===== src/rtl/knap_sweep_ctrl.sv =====
// Exhaustive knapsack search: issues every selection mask once per clock through a
// two-stage sum/compare pipeline and keeps the best feasible mask and a feasible count.
module knap_sweep_ctrl #(
   parameter int N_ITEMS = 12,
   parameter int W       = 8,
   parameter int IW      = $clog2(N_ITEMS),
   parameter int S       = W + IW
) (
   input  logic               clk,
   input  logic               rst,
   input  logic               cfg_we,
   input  logic [IW-1:0]      cfg_idx,
   input  logic [W-1:0]       cfg_value,
   input  logic [W-1:0]       cfg_weight,
   input  logic [W-1:0]       cfg_volume,
   input  logic [W-1:0]       min_value,
   input  logic [W-1:0]       max_weight,
   input  logic [W-1:0]       max_volume,
   input  logic               start,
   output logic               busy,
   output logic               done,
   output logic               best_valid,
   output logic [N_ITEMS-1:0] best_mask,
   output logic [S-1:0]       best_value,
   output logic [N_ITEMS:0]   feasible_count
);
   localparam int CW = N_ITEMS + 1;

   typedef enum logic [1:0] {
      ST_IDLE  = 2'd0,
      ST_SWEEP = 2'd1,
      ST_DRAIN = 2'd2,
      ST_DONE  = 2'd3
   } state_t;

   state_t             state_q, state_d;
   logic [CW-1:0]      cnt_q, cnt_d;
   logic [W-1:0]       tab_val_q [N_ITEMS];
   logic [W-1:0]       tab_val_d [N_ITEMS];
   logic [W-1:0]       tab_wt_q  [N_ITEMS];
   logic [W-1:0]       tab_wt_d  [N_ITEMS];
   logic [W-1:0]       tab_vol_q [N_ITEMS];
   logic [W-1:0]       tab_vol_d [N_ITEMS];
   logic [W-1:0]       min_val_q, min_val_d;
   logic [W-1:0]       max_wt_q, max_wt_d;
   logic [W-1:0]       max_vol_q, max_vol_d;
   logic               s1_valid_q, s1_valid_d;
   logic [N_ITEMS-1:0] s1_mask_q, s1_mask_d;
   logic [S-1:0]       s1_val_q, s1_val_d;
   logic [S-1:0]       s1_wt_q, s1_wt_d;
   logic [S-1:0]       s1_vol_q, s1_vol_d;
   logic               busy_q, busy_d;
   logic               done_q, done_d;
   logic               best_valid_q, best_valid_d;
   logic [N_ITEMS-1:0] best_mask_q, best_mask_d;
   logic [S-1:0]       best_value_q, best_value_d;
   logic [CW-1:0]      count_q, count_d;
   logic               idle_s, accept_s, feasible_s;

   // Next-state logic: table writes, FSM, stage-1 sums and stage-2 result update.
   always_comb begin
      state_d      = state_q;
      cnt_d        = cnt_q;
      tab_val_d    = tab_val_q;
      tab_wt_d     = tab_wt_q;
      tab_vol_d    = tab_vol_q;
      min_val_d    = min_val_q;
      max_wt_d     = max_wt_q;
      max_vol_d    = max_vol_q;
      best_valid_d = best_valid_q;
      best_mask_d  = best_mask_q;
      best_value_d = best_value_q;
      count_d      = count_q;

      idle_s   = (state_q == ST_IDLE) || (state_q == ST_DONE);
      accept_s = idle_s && start;

      // The table only changes outside a sweep, so every mask sees the same entries.
      if (idle_s && cfg_we && (32'(cfg_idx) < N_ITEMS)) begin
         tab_val_d[cfg_idx] = cfg_value;
         tab_wt_d[cfg_idx]  = cfg_weight;
         tab_vol_d[cfg_idx] = cfg_volume;
      end else begin
         tab_val_d = tab_val_q;
      end

      s1_valid_d = (state_q == ST_SWEEP);
      s1_mask_d  = cnt_q[N_ITEMS-1:0];
      s1_val_d   = '0;
      s1_wt_d    = '0;
      s1_vol_d   = '0;
      for (int i = 0; i < N_ITEMS; i++) begin
         s1_val_d = s1_val_d + (cnt_q[i] ? S'(tab_val_q[i]) : S'(0));
         s1_wt_d  = s1_wt_d  + (cnt_q[i] ? S'(tab_wt_q[i])  : S'(0));
         s1_vol_d = s1_vol_d + (cnt_q[i] ? S'(tab_vol_q[i]) : S'(0));
      end

      feasible_s = s1_valid_q && (s1_val_q >= S'(min_val_q)) &&
                   (s1_wt_q <= S'(max_wt_q)) && (s1_vol_q <= S'(max_vol_q));

      case (state_q)
         ST_IDLE, ST_DONE: begin
            if (accept_s) begin
               state_d = ST_SWEEP;
               cnt_d   = '0;
            end else begin
               state_d = state_q;
            end
         end
         ST_SWEEP: begin
            cnt_d = cnt_q + CW'(1);
            if (cnt_d[N_ITEMS]) begin
               state_d = ST_DRAIN;
            end else begin
               state_d = ST_SWEEP;
            end
         end
         ST_DRAIN: state_d = ST_DONE;
         default:  state_d = ST_IDLE;
      endcase

      if (accept_s) begin
         min_val_d    = min_value;
         max_wt_d     = max_weight;
         max_vol_d    = max_volume;
         best_valid_d = 1'b0;
         best_mask_d  = '0;
         best_value_d = '0;
         count_d      = '0;
      end else if (feasible_s) begin
         count_d = count_q + CW'(1);
         // Strict compare: on a tie the earlier (lower) mask is kept.
         if (!best_valid_q || (s1_val_q > best_value_q)) begin
            best_valid_d = 1'b1;
            best_mask_d  = s1_mask_q;
            best_value_d = s1_val_q;
         end else begin
            best_valid_d = best_valid_q;
         end
      end else begin
         count_d = count_q;
      end

      busy_d = (state_d == ST_SWEEP) || (state_d == ST_DRAIN);
      done_d = (state_d == ST_DONE);
   end

   // State, table, limit, pipeline and result registers.
   always_ff @(posedge clk or posedge rst) begin
      if (rst) begin
         state_q      <= ST_IDLE;
         cnt_q        <= '0;
         for (int i = 0; i < N_ITEMS; i++) begin
            tab_val_q[i] <= '0;
            tab_wt_q[i]  <= '0;
            tab_vol_q[i] <= '0;
         end
         min_val_q    <= '0;
         max_wt_q     <= '0;
         max_vol_q    <= '0;
         s1_valid_q   <= 1'b0;
         s1_mask_q    <= '0;
         s1_val_q     <= '0;
         s1_wt_q      <= '0;
         s1_vol_q     <= '0;
         busy_q       <= 1'b0;
         done_q       <= 1'b0;
         best_valid_q <= 1'b0;
         best_mask_q  <= '0;
         best_value_q <= '0;
         count_q      <= '0;
      end else begin
         state_q      <= state_d;
         cnt_q        <= cnt_d;
         for (int i = 0; i < N_ITEMS; i++) begin
            tab_val_q[i] <= tab_val_d[i];
            tab_wt_q[i]  <= tab_wt_d[i];
            tab_vol_q[i] <= tab_vol_d[i];
         end
         min_val_q    <= min_val_d;
         max_wt_q     <= max_wt_d;
         max_vol_q    <= max_vol_d;
         s1_valid_q   <= s1_valid_d;
         s1_mask_q    <= s1_mask_d;
         s1_val_q     <= s1_val_d;
         s1_wt_q      <= s1_wt_d;
         s1_vol_q     <= s1_vol_d;
         busy_q       <= busy_d;
         done_q       <= done_d;
         best_valid_q <= best_valid_d;
         best_mask_q  <= best_mask_d;
         best_value_q <= best_value_d;
         count_q      <= count_d;
      end
   end

   assign busy           = busy_q;
   assign done           = done_q;
   assign best_valid     = best_valid_q;
   assign best_mask      = best_mask_q;
   assign best_value     = best_value_q;
   assign feasible_count = count_q;

endmodule


===== config.mk =====
export PLATFORM = sky130hd
export DESIGN_NAME = knap_sweep_ctrl
export DESIGN_NICKNAME = d
export VERILOG_FILES = /design/src/rtl/knap_sweep_ctrl.sv
export SDC_FILE = /design/constraint.sdc
export NUM_CORES = 1
export LEC_CHECK = 0
export CORE_UTILIZATION = 38
export CTS_CLUSTER_DIAMETER = 200
export DETAILED_ROUTE_END_ITERATION = 10
export HOLD_SLACK_MARGIN = 0.03
export PLACE_DENSITY_LB_ADDON = 0.08
export SLEW_MARGIN = 20
export SYNTH_ARGS = -nofsm -noshare
export SYNTH_HDL_FRONTEND = slang
export SYNTH_SLANG_ARGS = --single-unit

===== constraint.sdc =====
create_clock -name clk -period 19.15 [get_ports clk]
set_clock_uncertainty 0.15 [all_clocks]
set_input_delay 2.8725 -clock clk [delete_from_list [all_inputs] [get_ports clk]]
set_output_delay 2.8725 -clock clk [all_outputs]
set_load 0.005 [all_outputs]

* Word-level counts from Yosys, hierarchy flattened
Cells that the tools add are included.
** Storage, ports and cells
- Latch bits :: 0
- Input bits :: 56
- Logic and storage cells :: 177
- Flip-flop bits (word level) :: 416
- Memories kept :: 0
- Bits in writable memories :: 0
- Output and inout port bits :: 40
- Bits in read-only memories :: 0
** Operators by class
- Divide/modulo/power cells :: 0
- Multiply operators :: 0
- $add $sub $neg :: 35
- Order comparisons :: 7
- Bitwise logic cells :: 1
- Reductions and logical operators :: 18
- Shift-type cells :: 0
- Multiplexer cells :: 57
- Equal/unequal tests :: 7
** Operators with widths (count)
- $mux 8 :: 37
- $bwmux 96 :: 3
- $add 12x8->12 :: 21
- $mux 12 :: 6
- $mux 13 :: 3
- $add 11x8->12 :: 3
- $add 10x8->11 :: 3
- $demux 8 s4 :: 1
- $add 9x8->10 :: 3
- $add 8x8->9 :: 3
- $add 13x1->13 const B :: 2
- $pmux 13 s2 :: 1
- $le 12x8->1 :: 2
- $ge 12x8->1 :: 1
- $gt 12x12->1 :: 1
- $eq 2x2->1 const B :: 4
- $logic_and 1x1->1 :: 7
- $pmux 2 s3 :: 1
- $reduce_bool 2->1 :: 3
- $ge 5x5->1 const B :: 1
- $lt 5x1->1 const B :: 1
- $not 4->5 :: 1
- $eq 2x1->1 const B :: 2
- $lt 4x4->1 const B :: 1
- other kinds (8) :: 14

* Longest topological paths before layout
Gate-level depths: netlist of the first run.
- Word-level depth :: 12
- Mapped depth :: 23

* Least setup slack after synthesis of the first run
OpenSTA, ideal clock, no wires.
- Kind :: register -> register
- Start point :: reg cnt_q[8]
- End point :: reg s1_wt_q[11]
- Data required time :: 18.855 ns
- Path slack :: 13.750 ns
- Stages on the path, launching flop included :: 20
- Library setup time :: 0.145 ns
- Arrival :: 5.106 ns
- Cell sequence :: dfrtp_1 clkbuf_1 buf_1 nand2_1 fa_1 fa_1 inv_1 fa_1 fa_1 inv_1 fa_1 inv_1 ha_1 a21o_1 a21oi_1 nor2b_1 o21a_1 or4_1 o311ai_0 o21ai_0
** On the way
- Word-level cells in the longest chain between the ends :: 5
** Ends and longest elaborated chain
- start: declaration :: RTL line 37 : logic [CW-1:0] cnt_q, cnt_d;
- start signal: assignment :: RTL line 174 : cnt_q <= cnt_d;
- $mux 8 :: RTL line 94 : s1_wt_d = s1_wt_d + (cnt_q[i] ? S'(tab_wt_q[i]) : S'(0));
- $add 12x8->12 (4 in series) :: RTL line 94
- named net s1_wt_d[11] :: RTL line 50 : logic [S-1:0] s1_wt_q, s1_wt_d;
- end signal: assignment :: RTL line 186 : s1_wt_q <= s1_wt_d;
- end: declaration :: RTL line 50
The timed path passes the listed nets, and every way through them passes these cells.
A chain may end at the register's enable or synchronous reset.

* Final worst setup path of the first run
- Start point :: reg cnt_q[5]
- End point :: reg s1_val_q[11]
** On the way
- Word-level cells in the longest chain between the ends :: 8
** Ends and longest elaborated chain
- $mux 8 :: RTL line 93 : s1_val_d = s1_val_d + (cnt_q[i] ? S'(tab_val_q[i]) : S'(0));
- $add 12x8->12 (7 in series) :: RTL line 93
- named net s1_val_d[11] :: RTL line 49 : logic [S-1:0] s1_val_q, s1_val_d;
- end signal: assignment :: RTL line 185 : s1_val_q <= s1_val_d;
- end: declaration :: RTL line 49
The timed path passes the listed nets, and every way through them passes these cells.

==> implementation parameters, run 1 <==
Parameter                              Value

Final layout
  Sequential cell area ... 10400 um^2
  Layout-stage area growth over the synthesis result ... 14.8%
  Post-route core utilization ... 44.4%
  Layout Nets ... 2559
  Ratio of cells with drive above 1 in the final layout ... 18.7%
  Antenna fix cells ... 0
  FILL cells ... 5879
  Final instance area ... 28200 um^2
  Multi-input logic area ... 12600 um^2

GRT
  Vias in the first global route ... 16200
  Global-route wire length before repair ... 97600 um
  GRT Total Usage ... 19.4%
  Number of antenna violations at the first check in global routing ... 1
  Maximum number of pins on one net before global-route repair ... 95
  Grt total ovfl ... 0

Pwr
  Relative contribution of sequential cells to total power ... 38.4%
  Sw Share ... 33.3%
  Lkg Pwr ... 13.8 nW
  PD cells ... 129 nW/um^2
  Reported net switching power ... 1.21 mW
  Portion of total power attributed to combinational logic ... 33.8%
  Pwr Total ... 3.63 mW
  Power Internal ... 2.42 mW
  Peak VDD IR ... 0.0000658 V
  Clk network pwr share ... 27.8%

Die
  Number of rows created at floorplan ... 92
  Die Width ... 256 um
  Initial Util ... 38.7%
  Placeable core region ... 63400 um^2
  Y dimension of the die ... 256 um
  Top-level port count ... 96
  Die area ... 65500 um^2

Logic synthesis
  Cell type with the highest aggregate area in the netlist ... sky130_fd_sc_hd__dfrtp_1
  Largest cells by area after synthesis ... sky130_fd_sc_hd__dfrtp_1 (42%), sky130_fd_sc_hd__fa_1 (19%), sky130_fd_sc_hd__mux2_2 (13%)
  Number of synthesized flops with an enable pin ... 0
  Post-synth top flop ... sky130_fd_sc_hd__dfrtp_1
  Nets in the synthesized netlist ... 2482
  Most frequent cells after synthesis ... sky130_fd_sc_hd__dfrtp_1 (416), sky130_fd_sc_hd__inv_1 (316), sky130_fd_sc_hd__mux2_2 (288), sky130_fd_sc_hd__nand2_1 (277), sky130_fd_sc_hd__fa_1 (231)
  Synth unique cells ... 48
  Post-Synthesis Mean Instance Area ... 11.7 um^2
  Most repeated cell in the gate-level netlist after synthesis ... sky130_fd_sc_hd__dfrtp_1
  Proportion of synthesized chip area in sequential cells ... 42.5%
  Flip-flop and latch count after synthesis ... 416
  Area share of the largest cell type after synthesis ... 42.5%
  Netlist area before placement ... 24500 um^2
  Share of synthesized flip-flops with an asynchronous set or reset ... 100%
  Yosys Warn Count ... 0
  Synthesized instance count ... 2103

Worst setup path
  CP Capture Type ... flop
  Critical path start-end classification ... flop to flop
  Cell family with the largest share of critical-path delay ... adder cells
  Critical Path Fanout Max ... 15
  Required time at the worst-slack endpoint ... 19460 ps
  Buffer and inverter count on the worst path ... 4
  Startpoint type of the worst setup path ... flop
  Maximum single-stage delay on the critical path ... 810 ps
  Cell occurring most often along the worst timing path ... sky130_fd_sc_hd__fa_1
  Data arrival time of the worst path ... 6310 ps
  Worst-path cell with the longest stage delay ... sky130_fd_sc_hd__dfrtp_1
  Worst-path cell chain ... buf_4, nand2_1, fa_1, inv_1, fa_1, fa_1, fa_1, inv_1, fa_1, inv_1, ha_1, a21o_1, a21oi_1, nand2b_1, a21boi_0, or4_1, o311ai_0, o21ai_0

Route
  Drt initial violations ... 743
  Post-DR vias/cell ... 4.83
  DRC violations left ... 0
  Remaining antenna violation count after routing ... 0
  Per-cell routed wire length ... 19.7 um
  WL final ... 60400 um
  Via count of the routed design ... 14800
  Count of TritonRoute iterations in the first routing pass ... 5

Timing
  Aggregate negative setup slack ... 0 ps
  Final worst-path cycle share ... 31.3%
  Final critical-path required period ... 6000 ps
  Rel. slew slack ... 32.9%
  Count of pins over their slew limit ... 0
  Max Clk Rate ... 0.167 GHz
  RSZ-0062 raised after global routing ... no
  Number of hold-slack violations in the final timing report ... 0
  Finish-stage setup viols ... 0
  Tightest hold margin ... 339 ps
  Transition time at the pin with the least slew margin ... 1000 ps

Clock network
  TritonCTS clock tree ... built
  Clock input transition at the sequential cells of the worst setup and hold paths ... 60 ps
  Cts bufs inserted ... 50
  Hold_buf cts ... 0
  Clock Tree Root ... sky130_fd_sc_hd__clkbuf_16
  Resized Gates After CTS ... 0
  Post-CTS setup buffers ... 0
  H-tree depth ... 2
  Insertion delay to the later sink of the worst-skew pair ... 600 ps
  Maximum root-to-sink buffer count ... 3
  Clk sinks ... 416

Placement
  Total of buffers placed on input and output ports ... 95
  Detailed-placement wirelength estimate ... 41400 um
  Post-Place Cell Area ... 26400 um^2
  Final weighted congestion of routability-driven global placement ... 0.803

Worst hold path
  Worst min path class ... flop to flop

Outcome
  Status ... complete, no violations

Job
  Max-cap viol count ... 0
-- tightest hold or removal path, delay by kind of cell (launching register included) --
| kind | cells | cell delay [ps] |
|---|---|---|
| flip-flops | 1 | 320 |
| AND/OR/NAND/NOR | 1 | 70 |
| multiplexers | 1 | 60 |
-- cell families after synthesis --
kind of cell | Yosys count | synth area share, %
simple gates | 487 | 9.40
flops | 416 | 42.5
buf+inv | 414 | 6.52
fa+ha+maj | 323 | 23.6
mux | 315 | 14.3
compound gates | 118 | 2.66
xor+xnor | 30 | 1.07
-- per-stage QoR --
stage                     instances  setup slack, ps
after floorplan                2103             4550
after global placement         2973            13210
after detailed placement       2974            13170
after CTS                      3064            13170
after global routing           3064            12900
final                          3064            13150
-- state kept, by name, summed over array words and instances (netlist names) --
register,cells
tab_val_q,96
tab_vol_q,96
tab_wt_q,96
cnt_q,13
feasible_count,13
best_mask,12
best_value,12
s1_mask_q,12
s1_val_q,12
s1_vol_q,12
s1_wt_q,12
max_vol_q,8
max_wt_q,8
min_val_q,8
state_q,2
best_valid,1
busy,1
done,1
s1_valid_q,1
-- path summary, 6_finish.rpt --
path,from,endpoint,slack (ps),cells past startpoint
setup / recovery,cnt_q[5]$_DFFE_PP0P_,s1_val_q[11]$_DFF_PP0_,13150,18
hold / removal,s1_mask_q[4]$_DFF_PP0_,best_mask[4]$_DFFE_PP0P_,340,2
setup reg to reg,cnt_q[5]$_DFFE_PP0P_,s1_val_q[11]$_DFF_PP0_,13150,18
hold reg to reg,s1_mask_q[4]$_DFF_PP0_,best_mask[4]$_DFFE_PP0P_,340,2
max in group asynchronous,rst,tab_val_q[45]$_DFFE_PP0P_,13940,4
min in group asynchronous,rst,best_value[6]$_DFFE_PP0P_,2650,2
-- layout by cell type, fill, tap and decap left out, drive strengths merged, types with 11 or more instances in the layout --
master         netlist  routed
dfrtp              416     416
inv                316     318
and2                76      76
fa                 231     231
nand4               14      14
nor2                46      46
o21ai               53      53
nand3               11      11
a21oi               45      45
buf                 35      28
clkdlybuf4s50        0      95
xor2                14      14
ha                  92      92
clkbuf              63      70
xnor2               16      16
mux2i               27      27
mux2               288     288
or3                 15      15
nand2              277     277
nor2b               12      12
-- power groups by stage --
stage	registers, mW	logic, mW	clock network (mW)
CTS	1.39	1.26	1.04
global route	1.44	1.39	1.08
finish	1.39	1.23	1.01
floorplan	1.36	0.900	0
global placement	1.40	1.22	0
detailed placement	1.41	1.25	0
-- per-layer routing --
layer	share of wire, %	GRT usage, %	vias to the layer above
met4	1.9	4.42	0
met3	3.6	3.10	69
met2	46	30.4	205
met1	49	28.1	7719
li1	-	-	6814
met5	0	0	-
-- layout make-up --
class                   instances  area share (%)
clock buffers                  70            5.03
clock inverters                20            1.14
inverters                     316            4.24
multi-input cells            1273            44.7
flip-flops and latches        416            37.0
well taps                     846            3.76
repair buffers                123            4.20
(Power assumes the default switching activity.)
==> run 2: changes to the inputs <==
- clock period: 19.15 -> 5.4 ns (I/O delays scaled with it)
==> implementation parameters, run 2 (synthesis results as in run 1) <==
Parameter                              Value

Timing
  Transition time at the pin with the least slew margin ... 1040 ps (was 1000 ps)
  RSZ-0062 raised after global routing ... no (unchanged)
  Rel. slew slack ... 30.3% (was 32.9%)
  Finish-stage setup viols ... 0 (unchanged)
  Final worst-path cycle share ... 95.7% (was 31.3%)
  Final critical-path required period ... 5170 ps (was 6000 ps)
  Max Clk Rate ... 0.194 GHz (was 0.167 GHz)
  Final setup slack of the worst path ... 235 ps (was 13150 ps)
  Number of hold-slack violations in the final timing report ... 0 (unchanged)
  Count of pins over their slew limit ... 0 (unchanged)

Final layout
  Ratio of cells with drive above 1 in the final layout ... 20.7% (was 18.7%)
  Layout Nets ... 2605 (was 2559)
  Leading registers by flop count ... tab_val_q: 96 flops, tab_vol_q: 96 flops, tab_wt_q: 96 flops (unchanged)
  Final instance area ... 28700 um^2 (was 28200 um^2)
  Count of non-filler cells in the finished layout ... 3112 (was 3064)
  Most used cells in the layout excluding fill and tap cells ... sky130_fd_sc_hd__dfrtp_1 (412), sky130_fd_sc_hd__inv_1 (315), sky130_fd_sc_hd__mux2_2 (288), sky130_fd_sc_hd__nand2_1 (277), sky130_fd_sc_hd__fa_1 (230) (was sky130_fd_sc_hd__dfrtp_1 (416), sky130_fd_sc_hd__inv_1 (315), sky130_fd_sc_hd__mux2_2 (288), sky130_fd_sc_hd__nand2_1 (277), sky130_fd_sc_hd__fa_1 (231))
  Most common library cell in the layout ignoring fill and taps ... sky130_fd_sc_hd__dfrtp_1 (unchanged)
  Layout-stage area growth over the synthesis result ... 17.1% (was 14.8%)
  Post-route core utilization ... 45.3% (was 44.4%)

GRT
  Global-route wire length before repair ... 101000 um (was 97600 um)
  Maximum number of pins on one net before global-route repair ... 113 (was 95)
  Grt total ovfl ... 0 (unchanged)
  Number of antenna violations at the first check in global routing ... 3 (was 1)
  GRT Total Usage ... 20.2% (was 19.4%)
  Vias in the first global route ... 16800 (was 16200)

Worst setup path
  Setup crit end ... s1_wt_q[11]$_DFF_PP0_ (was s1_val_q[11]$_DFF_PP0_)
  Capturing point of the worst reg2reg path ... s1_wt_q[11]$_DFF_PP0_ (was s1_val_q[11]$_DFF_PP0_)
  Critical Path Fanout Max ... 8 (was 15)
  Startpoint type of the worst setup path ... flop (unchanged)
  Critical path start-end classification ... flop to flop (unchanged)
  Register-to-register setup slack ... 230 ps (was 13150 ps)
  Critical Path Source ... cnt_q[2]$_DFFE_PP0P_ (was cnt_q[5]$_DFFE_PP0P_)
  Worst-case reg-to-reg path depth ... 17 (was 18)
  Required time at the worst-slack endpoint ... 5710 ps (was 19460 ps)
  Beginning of the worst register-to-register path ... cnt_q[2]$_DFFE_PP0P_ (was cnt_q[5]$_DFFE_PP0P_)
  CP Capture Type ... flop (unchanged)
  Data arrival time of the worst path ... 5470 ps (was 6310 ps)

Clock network
  Maximum root-to-sink buffer count ... 3 (unchanged)
  Cts bufs inserted ... 51 (was 50)
  H-tree depth ... 2 (unchanged)
  Insertion delay to the later sink of the worst-skew pair ... 590 ps (was 600 ps)
  Clock Tree Root ... sky130_fd_sc_hd__clkbuf_16 (unchanged)
  TritonCTS clock tree ... built (unchanged)
  Clk sinks ... 416 (unchanged)
  Clock input transition at the sequential cells of the worst setup and hold paths ... 60 ps (about the same)

Die
  Initial Util ... 38.7% (unchanged)
  Number of rows created at floorplan ... 92 (unchanged)
  Die Width ... 256 um (unchanged)
  Placeable core region ... 63400 um^2 (unchanged)
  Y dimension of the die ... 256 um (unchanged)
  Top-level port count ... 96 (unchanged)
  Die area ... 65500 um^2 (unchanged)

Outcome
  Status ... complete, no violations (unchanged)

Placement
  Final weighted congestion of routability-driven global placement ... 0.820 (was 0.803)
  Post-Place Cell Area ... 26900 um^2 (was 26400 um^2)
  Detailed-placement wirelength estimate ... 45000 um (was 41400 um)
  Pre-CTS setup slack ... 93.1 ps (was 13170 ps)
  Cell count after placement ... 3009 (was 2974)
  Total of buffers placed on input and output ports ... 95 (unchanged)

Route
  Post-DR vias/cell ... 4.83 (about the same)
  Per-cell routed wire length ... 20.4 um (was 19.7 um)
  Drt initial violations ... 743 (unchanged)
  DRC violations left ... 0 (unchanged)
  Count of TritonRoute iterations in the first routing pass ... 5 (unchanged)
  Via count of the routed design ... 15000 (was 14800)
  Remaining antenna violation count after routing ... 0 (unchanged)
  WL final ... 63600 um (was 60400 um)

Pwr
  Peak VDD IR ... 0.000250 V (was 0.0000658 V)
  Pwr Total ... 13.0 mW (was 3.63 mW)
  PD cells ... 452 nW/um^2 (was 129 nW/um^2)
  Lkg Pwr ... 14.1 nW (was 13.8 nW)

Worst hold path
  Worst min path class ... flop to flop (unchanged)
  Cells on Worst Hold Path ... 2 (unchanged)

Job
  Max-cap viol count ... 0 (unchanged)
==> run 2: timing repair <==
action                     4_1_cts  5_1_grt
setup endpoints to repair        0        9
gates resized for setup          0       16
hold endpoints to repair         0        0
buffers inserted                 0        7
hold buffers                     0        0
==> run 2: cell type report <==
cell class                      instances  area [um^2]
Antenna cell                            1         2.50
Clock buffer                           74         1520
Clock inverter                         18          178
Fill cell                            5874        34700
Inverter                              316         1190
Multi-Input combinational cell       1273        12600
Sequential cell                       416        10400
Tap cell                              846         1060
Timing Repair Buffer                  168         1770
==> run 2: through the flow <==
step | TNS, ps | hold slack [ps]
CTS | 0 | 334
global placement | 0 | 318
detailed placement | 0 | 323
global route | 0 | 356
finish | 0 | 335
floorplan | -486540 | 199
==> run 2: worst max-delay path: stages, from the launching register on <==
cell	delay, ps
sky130_fd_sc_hd__dfrtp_1	420
sky130_fd_sc_hd__buf_4	200
sky130_fd_sc_hd__and2_1	170
sky130_fd_sc_hd__fa_1	580
sky130_fd_sc_hd__fa_1	430
sky130_fd_sc_hd__fa_1	460
sky130_fd_sc_hd__fa_1	490
sky130_fd_sc_hd__inv_1	50
sky130_fd_sc_hd__fa_1	520
sky130_fd_sc_hd__inv_1	60
sky130_fd_sc_hd__ha_1	270
sky130_fd_sc_hd__a21o_1	150
sky130_fd_sc_hd__a21oi_1	180
sky130_fd_sc_hd__nor2b_1	70
sky130_fd_sc_hd__o21a_1	180
sky130_fd_sc_hd__or4_1	390
sky130_fd_sc_hd__o311ai_1	150
sky130_fd_sc_hd__o21ai_1	110
==> run 2: metal layers <==
layer  routed length (um)  global-route usage [%]  vias up
met4                 1250                    4.91        0
met1                29300                    27.6     7848
li1                     -                       -     6891
met3                 2010                    2.81       79
met5                    0                       0        -
met2                31000                    34.0      201
==> run 2: worst min-delay path by stage <==
stage | startpoint | endpoint | slack [ps]
global route | tab_vol_q[93]$_DFFE_PP0P_ | tab_vol_q[93]$_DFFE_PP0P_ | 360
global placement | s1_mask_q[9]$_DFF_PP0_ | best_mask[9]$_DFFE_PP0P_ | 320
floorplan | cnt_q[4]$_DFFE_PP0P_ | s1_mask_q[4]$_DFF_PP0_ | 200
detailed placement | s1_mask_q[10]$_DFF_PP0_ | best_mask[10]$_DFFE_PP0P_ | 320
CTS | s1_mask_q[3]$_DFF_PP0_ | best_mask[3]$_DFFE_PP0P_ | 330
finish | s1_mask_q[10]$_DFF_PP0_ | best_mask[10]$_DFFE_PP0P_ | 340
==> run 2: power breakdown <==
group | switching, mW | total [mW] | leakage (nW) | internal (mW)
combinational | 2.35 | 4.54 | 7.80 | 2.19
sequential | 0.640 | 4.97 | 5.43 | 4.33
clock | 1.40 | 3.48 | 0.838 | 2.08
==> run 3: changes to the inputs <==
- SLEW_MARGIN: 20 -> default
==> results of run 3 <==
The final DEF is identical to that of run 2; final timing and power are the same.
